**config.mk**
```make
export PLATFORM = sky130hd
export DESIGN_NAME = sobel_host_ctrl
export DESIGN_NICKNAME = d
export VERILOG_FILES = /design/src/rtl/sobel_config_pkg.sv /design/src/rtl/sobel_skid_fifo.sv /design/src/rtl/sobel_host_ctrl.sv
export SDC_FILE = /design/constraint.sdc
export NUM_CORES = 1
export LEC_CHECK = 0
export ABC_CLOCK_PERIOD_IN_PS = 2470
export CAP_MARGIN = 40
export CORE_MARGIN = 10
export CORE_UTILIZATION = 40
export DETAILED_ROUTE_END_ITERATION = 12
export PLACE_DENSITY_LB_ADDON = 0.2
export SKIP_LAST_GASP = 1
export SLEW_MARGIN = 0
export SYNTH_ARGS = -nofsm -noshare
export SYNTH_HDL_FRONTEND = slang
export SYNTH_HIERARCHICAL = 1
export SYNTH_SLANG_ARGS = --single-unit
export TNS_END_PERCENT = 5
```
**constraint.sdc**
```tcl
create_clock -name clk_i -period 2.47 [get_ports clk_i]
set_clock_uncertainty 0.05 [all_clocks]
set_input_delay 0.247 -clock clk_i [delete_from_list [all_inputs] [get_ports clk_i]]
set_output_delay 0.247 -clock clk_i [all_outputs]
set_load 0.03 [all_outputs]
```
**src/rtl/sobel_config_pkg.sv**
```systemverilog
// Shared configuration for the Sobel host-side controller: state encoding,
// default frame geometry and sizing helpers.
package sobel_config_pkg;

    typedef enum logic [1:0] {
        IDLE  = 2'd0,
        LOAD  = 2'd1,
        RUN   = 2'd2,
        DRAIN = 2'd3
    } ctrl_state_e;

    localparam int IMG_W_DEFAULT   = 8;
    localparam int IMG_H_DEFAULT   = 8;
    localparam int TIMEOUT_DEFAULT = 65535;

    // Pixel count and watchdog width of the default frame geometry.
    localparam int NPIX       = IMG_W_DEFAULT * IMG_H_DEFAULT;
    localparam int WDOG_WIDTH = $clog2(TIMEOUT_DEFAULT + 1);

    // Watchdog width needed to hold the value TIMEOUT.
    function automatic int wdog_bits(input int timeout);
        return $clog2(timeout + 1);
    endfunction

endpackage

```
**src/rtl/sobel_skid_fifo.sv**
```systemverilog
// Two-entry skid FIFO holding output-memory read data plus its last flag.
module sobel_skid_fifo #(
    parameter int WIDTH = 9
) (
    input  logic             clk_i,
    input  logic             clear_i,
    input  logic             push_i,
    input  logic [WIDTH-1:0] push_data_i,
    input  logic             pop_i,
    output logic [WIDTH-1:0] head_o,
    output logic [1:0]       count_o
);
    import sobel_config_pkg::*;

    logic [WIDTH-1:0] mem [2];
    logic             wr_ptr;
    logic             rd_ptr;
    logic [1:0]       count;
    logic             do_push;
    logic             do_pop;

    // Accept a push when not full, or when a pop frees a slot this cycle.
    always_comb begin
        do_pop  = pop_i && (count != 2'd0);
        do_push = push_i && ((count != 2'd2) || do_pop);
    end

    // Entry storage.
    // NOTE: storage is not reset; count gates visibility, so stale entries are never observed.
    always_ff @(posedge clk_i) begin
        if (do_push) begin
            mem[wr_ptr] <= push_data_i;
        end
    end

    // Pointer and occupancy bookkeeping with synchronous clear.
    always_ff @(posedge clk_i) begin
        if (clear_i) begin
            wr_ptr <= 1'b0;
            rd_ptr <= 1'b0;
            count  <= 2'd0;
        end else begin
            if (do_push) begin
                wr_ptr <= ~wr_ptr;
            end
            if (do_pop) begin
                rd_ptr <= ~rd_ptr;
            end
            count <= count + 2'(do_push) - 2'(do_pop);
        end
    end

    assign head_o  = mem[rd_ptr];
    assign count_o = count;

endmodule

```
**src/rtl/sobel_host_ctrl.sv**
```systemverilog
// Host-side sequencer for sobel_top: loads a frame, starts the core, waits
// for finish under a watchdog, then streams the output memory back out.
module sobel_host_ctrl
    import sobel_config_pkg::*;
#(
    parameter int IMG_W      = IMG_W_DEFAULT,
    parameter int IMG_H      = IMG_H_DEFAULT,
    parameter int ADDR_WIDTH = 16,
    parameter int DATA_WIDTH = 8,
    parameter int TIMEOUT    = TIMEOUT_DEFAULT
) (
    input  logic                  clk_i,
    input  logic                  rst_i,
    input  logic                  go_i,
    input  logic                  abort_i,
    output logic                  busy_o,
    output logic                  done_o,
    output logic                  err_o,
    input  logic                  in_valid_i,
    input  logic [DATA_WIDTH-1:0] in_data_i,
    output logic                  in_ready_o,
    output logic                  out_valid_o,
    output logic [DATA_WIDTH-1:0] out_data_o,
    output logic                  out_last_o,
    input  logic                  out_ready_i,
    output logic                  start_o,
    input  logic                  finish_i,
    output logic                  wr_en_imem_o,
    output logic [ADDR_WIDTH-1:0] addr_imem_o,
    output logic [DATA_WIDTH-1:0] data_imem_o,
    output logic                  rd_en_omem_o,
    output logic [ADDR_WIDTH-1:0] addr_omem_o,
    input  logic [DATA_WIDTH-1:0] data_omem_i
);
    localparam int FRAME_NPIX = IMG_W * IMG_H;
    localparam int WDOG_BITS  = wdog_bits(TIMEOUT);
    localparam logic [ADDR_WIDTH-1:0] LAST_ADDR = ADDR_WIDTH'(FRAME_NPIX - 1);
    localparam logic [WDOG_BITS-1:0]  WDOG_LAST = WDOG_BITS'(TIMEOUT - 1);

    ctrl_state_e           state;
    logic [ADDR_WIDTH-1:0] wcnt;
    logic [ADDR_WIDTH-1:0] raddr;
    logic [ADDR_WIDTH-1:0] addr_hold;
    logic                  rd_all;
    logic [WDOG_BITS-1:0]  wdog;
    logic                  inflight;
    logic                  inflight_last;

    logic                  in_fire;
    logic                  issue;
    logic                  pop;
    logic [2:0]            occupancy;
    logic [DATA_WIDTH:0]   fifo_head;
    logic [1:0]            fifo_count;
    logic                  head_last;

    // Read data returns one cycle after its address; the skid FIFO absorbs it.
    sobel_skid_fifo #(
        .WIDTH(DATA_WIDTH + 1)
    ) u_skid (
        .clk_i      (clk_i),
        .clear_i    (rst_i || abort_i),
        .push_i     (inflight),
        .push_data_i({inflight_last, data_omem_i}),
        .pop_i      (pop),
        .head_o     (fifo_head),
        .count_o    (fifo_count)
    );

    // Handshakes, memory port drive and read-issue decision.
    // NOTE: every signal gets a default first so no path leaves it unassigned (no latch).
    always_comb begin
        in_ready_o   = 1'b0;
        in_fire      = 1'b0;
        wr_en_imem_o = 1'b0;
        addr_imem_o  = '0;
        data_imem_o  = '0;
        out_valid_o  = 1'b0;
        out_data_o   = '0;
        out_last_o   = 1'b0;
        pop          = 1'b0;
        done_o       = 1'b0;
        occupancy    = '0;
        issue        = 1'b0;
        head_last    = fifo_head[DATA_WIDTH];

        in_ready_o = (state == LOAD) && !abort_i;
        in_fire    = in_ready_o && in_valid_i;
        if (in_fire) begin
            wr_en_imem_o = 1'b1;
            addr_imem_o  = wcnt;
            data_imem_o  = in_data_i;
        end

        out_valid_o = (fifo_count != 2'd0);
        if (out_valid_o) begin
            out_data_o = fifo_head[DATA_WIDTH-1:0];
            out_last_o = head_last;
        end
        pop    = out_valid_o && out_ready_i;
        done_o = (state == DRAIN) && pop && head_last && !abort_i;

        // Slots in use after this cycle's pop, counting the read still in flight.
        occupancy = 3'(fifo_count) + 3'(inflight) - 3'(pop);
        issue     = (state == DRAIN) && !abort_i && !rd_all && (occupancy < 3'd2);
    end

    assign busy_o       = (state != IDLE);
    assign rd_en_omem_o = (state == DRAIN);
    assign addr_omem_o  = issue ? raddr : addr_hold;

    // Frame sequencer: state, counters, watchdog and registered pulses.
    // NOTE: sequential state is updated with non-blocking assignments only.
    always_ff @(posedge clk_i) begin
        if (rst_i) begin
            state         <= IDLE;
            wcnt          <= '0;
            raddr         <= '0;
            addr_hold     <= '0;
            rd_all        <= 1'b0;
            wdog          <= '0;
            inflight      <= 1'b0;
            inflight_last <= 1'b0;
            start_o       <= 1'b0;
            err_o         <= 1'b0;
        end else begin
            start_o       <= 1'b0;
            err_o         <= 1'b0;
            inflight      <= issue;
            inflight_last <= issue && (raddr == LAST_ADDR);
            if (issue) begin
                addr_hold <= raddr;
                if (raddr == LAST_ADDR) begin
                    rd_all <= 1'b1;
                end else begin
                    raddr <= raddr + ADDR_WIDTH'(1);
                end
            end

            if (abort_i) begin
                state <= IDLE;
            end else begin
                case (state)
                    IDLE: begin
                        if (go_i) begin
                            state <= LOAD;
                            wcnt  <= '0;
                        end
                    end
                    LOAD: begin
                        if (in_fire) begin
                            if (wcnt == LAST_ADDR) begin
                                state   <= RUN;
                                start_o <= 1'b1;
                                wdog    <= '0;
                            end else begin
                                wcnt <= wcnt + ADDR_WIDTH'(1);
                            end
                        end
                    end
                    RUN: begin
                        // start_o marks the first RUN cycle, where finish_i may be stale.
                        if (!start_o && finish_i) begin
                            state  <= DRAIN;
                            raddr  <= '0;
                            rd_all <= 1'b0;
                        end else if (wdog == WDOG_LAST) begin
                            state <= IDLE;
                            err_o <= 1'b1;
                        end else begin
                            wdog <= wdog + WDOG_BITS'(1);
                        end
                    end
                    DRAIN: begin
                        if (done_o) begin
                            state <= IDLE;
                        end
                    end
                    default: state <= IDLE;
                endcase
            end
        end
    end

endmodule

```
; Word level (Yosys, flattened, before mapping)
; Memory sizes are Yosys's and may differ from the RTL's. A register that Yosys moved wholly into a read port is not among the register bits.
; Index checks and enable logic that the tools add are counted.
[totals]
register_bits = 75
latch_bits = 0
ramBits = 18
romBits = 0
in_bits = 23
out_inout_bits = 57
word_cells = 110
memories = 1
[classes]
addsub = 7
multipliers = 0
div_mod_pow = 0
n_lt_le_gt_ge = 1
n_eq_ne = 15
shift = 0
n_mux = 38
n_bitwise = 6
reduce_logical = 29
[mem_list]
columns = memory, depth, word_bits, read_ports, rd_clocked_by_memory_dff, wr, line
row1 = u_skid.mem, 2, 9, 1, 1, 1, sobel_skid_fifo.sv:15  ; logic [WIDTH-1:0] mem [2];
[ops]
columns = operator, count
row1 = 16-bit 2-to-1 mux, 14
row2 = 16-bit one-hot mux with 2 select lines, 2
row3 = "16-bit by 1-bit adder with 16-bit output, second input constant", 3
row4 = "16-bit by 6-bit == test with 1-bit output, second input constant", 2
row5 = "16-bit == test, second input constant", 1
row6 = 8-bit 2-to-1 mux, 2
row7 = "2-bit != test, second input constant", 7
row8 = 1-bit logical AND, 13
row9 = 1-bit 2-to-1 mux, 13
row10 = 2-bit 2-to-1 mux, 6
row11 = 5-bit AND reduction, 2
row12 = 2-bit one-hot mux with 4 select lines, 1
row13 = 2-bit nonzero test, 4
row14 = 4-bit OR reduction, 2
row15 = 1-bit NOT, 6
row16 = 6-bit AND reduction, 1
row17 = "2-bit == test, second input constant", 2
row18 = 2-bit by 1-bit adder with 3-bit output, 1
row19 = 1-bit zero test, 3
row20 = "3-bit by 2-bit < comparator with 1-bit output, second input constant", 1
row21 = "3-bit != test, second input constant", 1
row22 = 3-bit by 1-bit subtractor with 3-bit output, 1
row23 = 2-bit by 1-bit adder with 2-bit output, 1
row24 = "2-bit by 1-bit == test with 1-bit output, second input constant", 1
row25 = other kinds (5), 6

; Depth between registers and ports, before layout
[logic_depth]
ltp_word = 9
depth_mapped = 10
ltp_nobuf = 9

; By module
; Netlist, hierarchy kept.
[by_module_without_submodules]
columns = mod, n_inst, cells_per_inst, area_per_inst_um2, seq_area_each_um2
row1 = sobel_host_ctrl, 1, 483, 3905.0, 1421.4
row2 = sobel_skid_fifo, 1, 52, 887.1, 640.6

; Worst setup path before layout
; No wires, ideal clock.
[synth_timing]
path_kind = flip-flop to flip-flop
start = register u_skid.count[1] (netlist: u_skid/count_o[1])
end = register addr_hold[13]
setup_ns = 0.067
arrival_time_ns = 2.627
required_time_ns = 2.353
path_slack_ns = -0.274
stages_incl_launch_ff = 9
n_path_buf = 0
period_less_slack_ns = 2.744
path_cell_list = dfxtp_1 -> nand2_1 -> nor2_1 -> o21ai_0 -> fa_1 -> nor4bb_1 -> nand2_1 -> o21ai_0 -> nor2b_1
[synth_between]
elab_chain_cells = 6
word_cells_on_any_way = 7
cone_classes = add/sub (2) / order compare (1) / mux (1) / reduce/logical (3)
[synth_rtl]
columns = element, line
row1 = from (decl), sobel_skid_fifo.sv:18  ; logic [1:0] count;
row2 = from (signal assigned), sobel_skid_fifo.sv:49  ; count <= count + 2'(do_push) - 2'(do_pop);
row3 = branches (longest 2 deep; another with 2-bit by 1-bit adder with 3-bit output), -
row4 = 3-bit by 1-bit subtractor with 3-bit output *, sobel_host_ctrl.sv:104  ; occupancy = 3'(fifo_count) + 3'(inflight) - 3'(pop);
row5 = 3-bit by 2-bit < comparator with 1-bit output *, sobel_host_ctrl.sv:105  ; issue = (state == DRAIN) && !abort_i && !rd_all && (occupancy < 3'd2);
row6 = 1-bit logical AND *, sobel_host_ctrl.sv:105
row7 = 16-bit 2-to-1 mux *, -
row8 = via addr_omem_o[13], sobel_host_ctrl.sv:32  ; output logic [ADDR_WIDTH-1:0] addr_omem_o,
row9 = to (signal assigned), sobel_host_ctrl.sv:132  ; addr_hold <= raddr;
row10 = to (decl), sobel_host_ctrl.sv:43  ; logic [ADDR_WIDTH-1:0] addr_hold;
; Mark *: on every way through the listed nets, which the timed path passes.
; A chain may end at the register's enable or synchronous reset.

; Worst setup path after layout
[layout_timing]
start = register u_skid.count[1] (netlist: u_skid/count_o[1])
end = output addr_omem_o[12]
[layout_between]
elab_chain_cells = 6
word_cells_on_any_way = 7
cone_classes = add/sub (2) / order compare (1) / mux (1) / reduce/logical (3)
[layout_rtl]
columns = element, line
row1 = branches (longest 2 deep; another with 2-bit by 1-bit adder with 3-bit output), -
row2 = 3-bit by 1-bit subtractor with 3-bit output *, sobel_host_ctrl.sv:104
row3 = 3-bit by 2-bit < comparator with 1-bit output *, sobel_host_ctrl.sv:105
row4 = 1-bit logical AND *, sobel_host_ctrl.sv:105
row5 = 16-bit 2-to-1 mux *, -
row6 = to (decl), sobel_host_ctrl.sv:32
; Every way passes the cells marked *.

==> metrics.log <==
INFO  metric status = finished with violations
INFO  metric failed_checks = negative setup slack
INFO  metric timing.max_cap.violations = 0
INFO  metric cp_data_arrival_time = ~2300 ps
INFO  metric finalSetupViolations = 18
INFO  metric globalplace.congestion = 0.8440
INFO  metric worst_pin_slew = between 700 and 800 ps
INFO  metric setup.worst_path.class = reg -> out
INFO  metric drt-wirelength-per-cell = roughly 15 um
INFO  metric multiInputGateArea = about 2700 sq um
INFO  metric whs = approximately 380 ps
INFO  metric grt_use_met2 = 0.2412
INFO  metric groute.layer.met3.usage = 0.05261
INFO  metric fp-row-count = 39
INFO  metric synth_seq_cells = 94
INFO  metric groute.layer.met1.usage = 0.1680
INFO  metric ys_dominant_reg_cell = dfxtp_1
INFO  metric die-area = 16,760 sq um
INFO  metric grt_use_total = 0.1434
INFO  metric synth_top_area_share = 0.3175
INFO  metric antenna_cells = 0
INFO  metric antenna_found_initial = 0
INFO  metric largest_net_degree_at_the_start_of_global_routing = 25
INFO  metric leakage = 2.374 nW
INFO  metric core_region_area = around 12,000 sq um
INFO  metric layout.nets = approximately 670
INFO  metric min_period = about 2600 ps
INFO  metric postSynthCellCount = roughly 540
INFO  metric finalWorstSetupSlack = -122.1 ps
INFO  metric synthesized_area_per_cell = about 9.0 sq um
INFO  metric grt-ovfl-total = 0
INFO  metric number_of_drc_markers_in_iteration_0 = around 310
INFO  metric final-instance-count-excl-fill = slightly below 800
INFO  metric cts-buffers-inserted = 9
INFO  metric final_layout_size_suffix_gt1_frac = 0.2066
INFO  metric clock_insertion_delay_worst_skew = around 350 ps
INFO  metric sequential_cell_area = between 2000 and 2500 sq um
INFO  metric synth_nets = between 500 and 600
INFO  metric number_of_synthesized_flops_with_an_enable_pin = 18
INFO  metric synth_top_area_cell = dfxtp_1
INFO  metric total_power = about 3.0 mW
INFO  metric route.antenna.remaining_nets = 0
INFO  metric synth_cell_types = 59
INFO  metric end_kind = primary output
INFO  metric floorplan.die.width = between 100 and 150 um
INFO  metric peakVddDrop = between 500 and 600 uV
INFO  metric fillerInstances = approximately 1,100
INFO  metric cp_slowest_stage_delay = ~500 ps
INFO  metric wirelength = between 10 and 15 mm
INFO  metric synth_most_common_cell = dfxtp_1
INFO  metric post-dp-hpwl = between 8 and 9 mm
INFO  metric clk_pin_slew = 60 ps
INFO  metric synth_top_cells_by_count = dfxtp_1, nand2_1, nor2_1
INFO  metric portBuffers = 79
INFO  metric grt_first_pass_wirelength = roughly 20 mm
INFO  metric root_buffer = clkbuf_16
INFO  metric syn_area = 4792 sq um
INFO  metric total_drc_errors_in_the_routed_layout = 0
INFO  metric tritoncts = yes
INFO  metric cts.sinks = 94
INFO  metric sequential_cell_area_fraction_in_the_yosys_report = 0.4303
INFO  metric first_pass_iteration_count_of_the_detailed_router = 4
INFO  metric rsz0062_at_grt = yes
INFO  metric hold_class = reg -> reg
INFO  metric num_io_pins = 80
INFO  metric cts_htree_levels = 3
INFO  metric slowest_cell_on_the_critical_path = fa_1
INFO  metric max_slew_margin = 0.5271
INFO  metric routed_via_density = 5.325
INFO  metric global_route.peak_usage_layer = met2
INFO  metric die_height = ~130 um
INFO  metric area_growth = 29.92%
INFO  metric pwr_density_cell = around 480 nW/um^2
INFO  metric start_kind = flip-flop
INFO  metric placement.setup.worst_slack = -443.4 ps
INFO  metric asyncSetResetFlopFracSynth = 0
INFO  metric timing.final.max_slew_violations = 0
INFO  metric max-clock-path-buffers = 2
INFO  metric post-route-period-util = 1.049
INFO  metric ys_top_cells_by_area = dfxtp_1, edfxtp_1, nand2_1
INFO  metric timing.final.hold_violations = 0
INFO  metric synth_warnings = 6
INFO  metric placedCellCount = about 760
INFO  metric worstPathRequired = approximately 2200 ps
INFO  metric critical_path.cell_chain = nand2_2 -> nor2_2 -> o21ai_1 -> fa_1 -> nor4bb_4 -> and2_4 -> buf_6 -> nand2_1 -> nand2_1 -> buf_6
INFO  metric routed-via-count = 4,164
INFO  metric worstPathMaxFanout = 7
INFO  metric floorplan.initialDensity = 0.4144
INFO  metric max_clock_freq = ~390 MHz
INFO  metric number_of_global_route_vias_before_repair = 4,090
-- timing repair --
| item | CTS | global route |
|---|---|---|
| gates resized for setup | 29 | 14 |
| setup endpoints to repair | 23 | 54 |
| buffers inserted | 3 | 0 |
| hold buffers | 0 | 0 |
| pin swaps | 2 | 2 |
-- worst max-delay path, delay by kind of cell (launching register included) --
| family | cells | cell delay [ps] |
|---|---|---|
| adders and majority gates | 1 | 490 |
| DFF | 1 | 350 |
| and+or+nand+nor | 6 | 740 |
| buffers and inverters | 2 | 270 |
| AOI/OAI and AO/OA | 1 | 100 |
-- power by group --
group | internal [mW] | switching, mW
clock network | 0.675 | 0.591
registers | 1.56 | 0.00543
logic | 0.0774 | 0.0968
total | 2.32 | 0.694
-- worst paths after layout --
| check | from | slack (ps) | end | cells past startpoint |
|---|---|---|---|---|
| max reg2reg | u_skid/count_o[1]$_SDFF_PP0_ | -10 | raddr[14]$_SDFF_PP0_ | 11 |
| min reg2reg | inflight_last$_SDFF_PP0_ | 380 | u_skid/mem[1][8]$_DFFE_PP_ | 0 |
| min | inflight_last$_SDFF_PP0_ | 380 | u_skid/mem[1][8]$_DFFE_PP_ | 0 |
| max | u_skid/count_o[1]$_SDFF_PP0_ | -120 | addr_omem_o[12] | 10 |
-- through the flow --
stage          area [sq um]    util  setup TNS (ps)
2_1_floorplan          4806       -               0
4_1_cts                6181  0.5345           -2237
6_report               6226  0.5384           -1701
5_1_grt                6226  0.5384           -5220
3_5_place_dp           5802  0.5017          -13540
3_3_place_gp           5802  0.5017          -12540
-- placed cells by master, fill, tap and decap left out, drive strengths merged, types with 2 or more instances in the layout --
cell type      Yosys  final
dfxtp             76     76
buf                9     74
nand2             68     68
nor2              42     42
clkdlybuf4s50      0     37
nor2b             31     31
a21oi             27     27
and2              27     27
edfxtp            18     18
nand4             17     17
nand3             16     16
o21ai             16     16
xor2              15     15
nor3              13     13
or4               13     13
o31ai             13     13
inv               12     12
and3              11     11
ha                11     11
clkbuf            15     11
or3               10     10
mux2              10     10
xnor2              9      9
o211ai             8      8
and4               7      7
nor4               7      7
clkinv             0      5
nand3b             3      3
nor3b              3      3
nand2b             3      3
a21o               3      3
mux2i              2      2
o2111ai            2      2
or2                2      2
o21a               2      2
a31oi              2      2
-- registers in the layout, summed over array words and instances (netlist names), named ones only --
name and flops:
u_skid/mem 18, addr_hold 16, raddr 16, wcnt 16
wdog 16, state 2, u_skid/count_o 2, err_o 1
inflight 1, inflight_last 1, rd_all 1, start_o 1
u_skid/rd_ptr 1, u_skid/wr_ptr 1
-- metal layers --
metal / share of wire / wire length (um)
met4: 0.012 / 137
met3: 0.054 / 639
met1: 0.43 / 5118
met2: 0.50 / 5935
met5: 0 / 0
-- final cells by class --
type | count | share of cell area
Clock inverter | 5 | 0.004220
Clock buffer | 11 | 0.03738
Sequential cell | 94 | 0.3320
Multi-Input combinational cell | 405 | 0.4268
Inverter | 12 | 0.007235
Timing Repair Buffer | 112 | 0.1636
Tap cell | 143 | 0.02874
-- kinds of logic (layout without fill, tap and decap cells) --
family	Yosys count	count (layout)	synth area share
compound gates	80	80	0.1151
xor+xnor	24	24	0.04387
fa+ha+maj	12	12	0.03290
buf+inv	36	140	0.03212
flops	94	94	0.4303
mux	12	12	0.02846
simple gates	277	277	0.3172
Power figures use the tool's default switching activity.
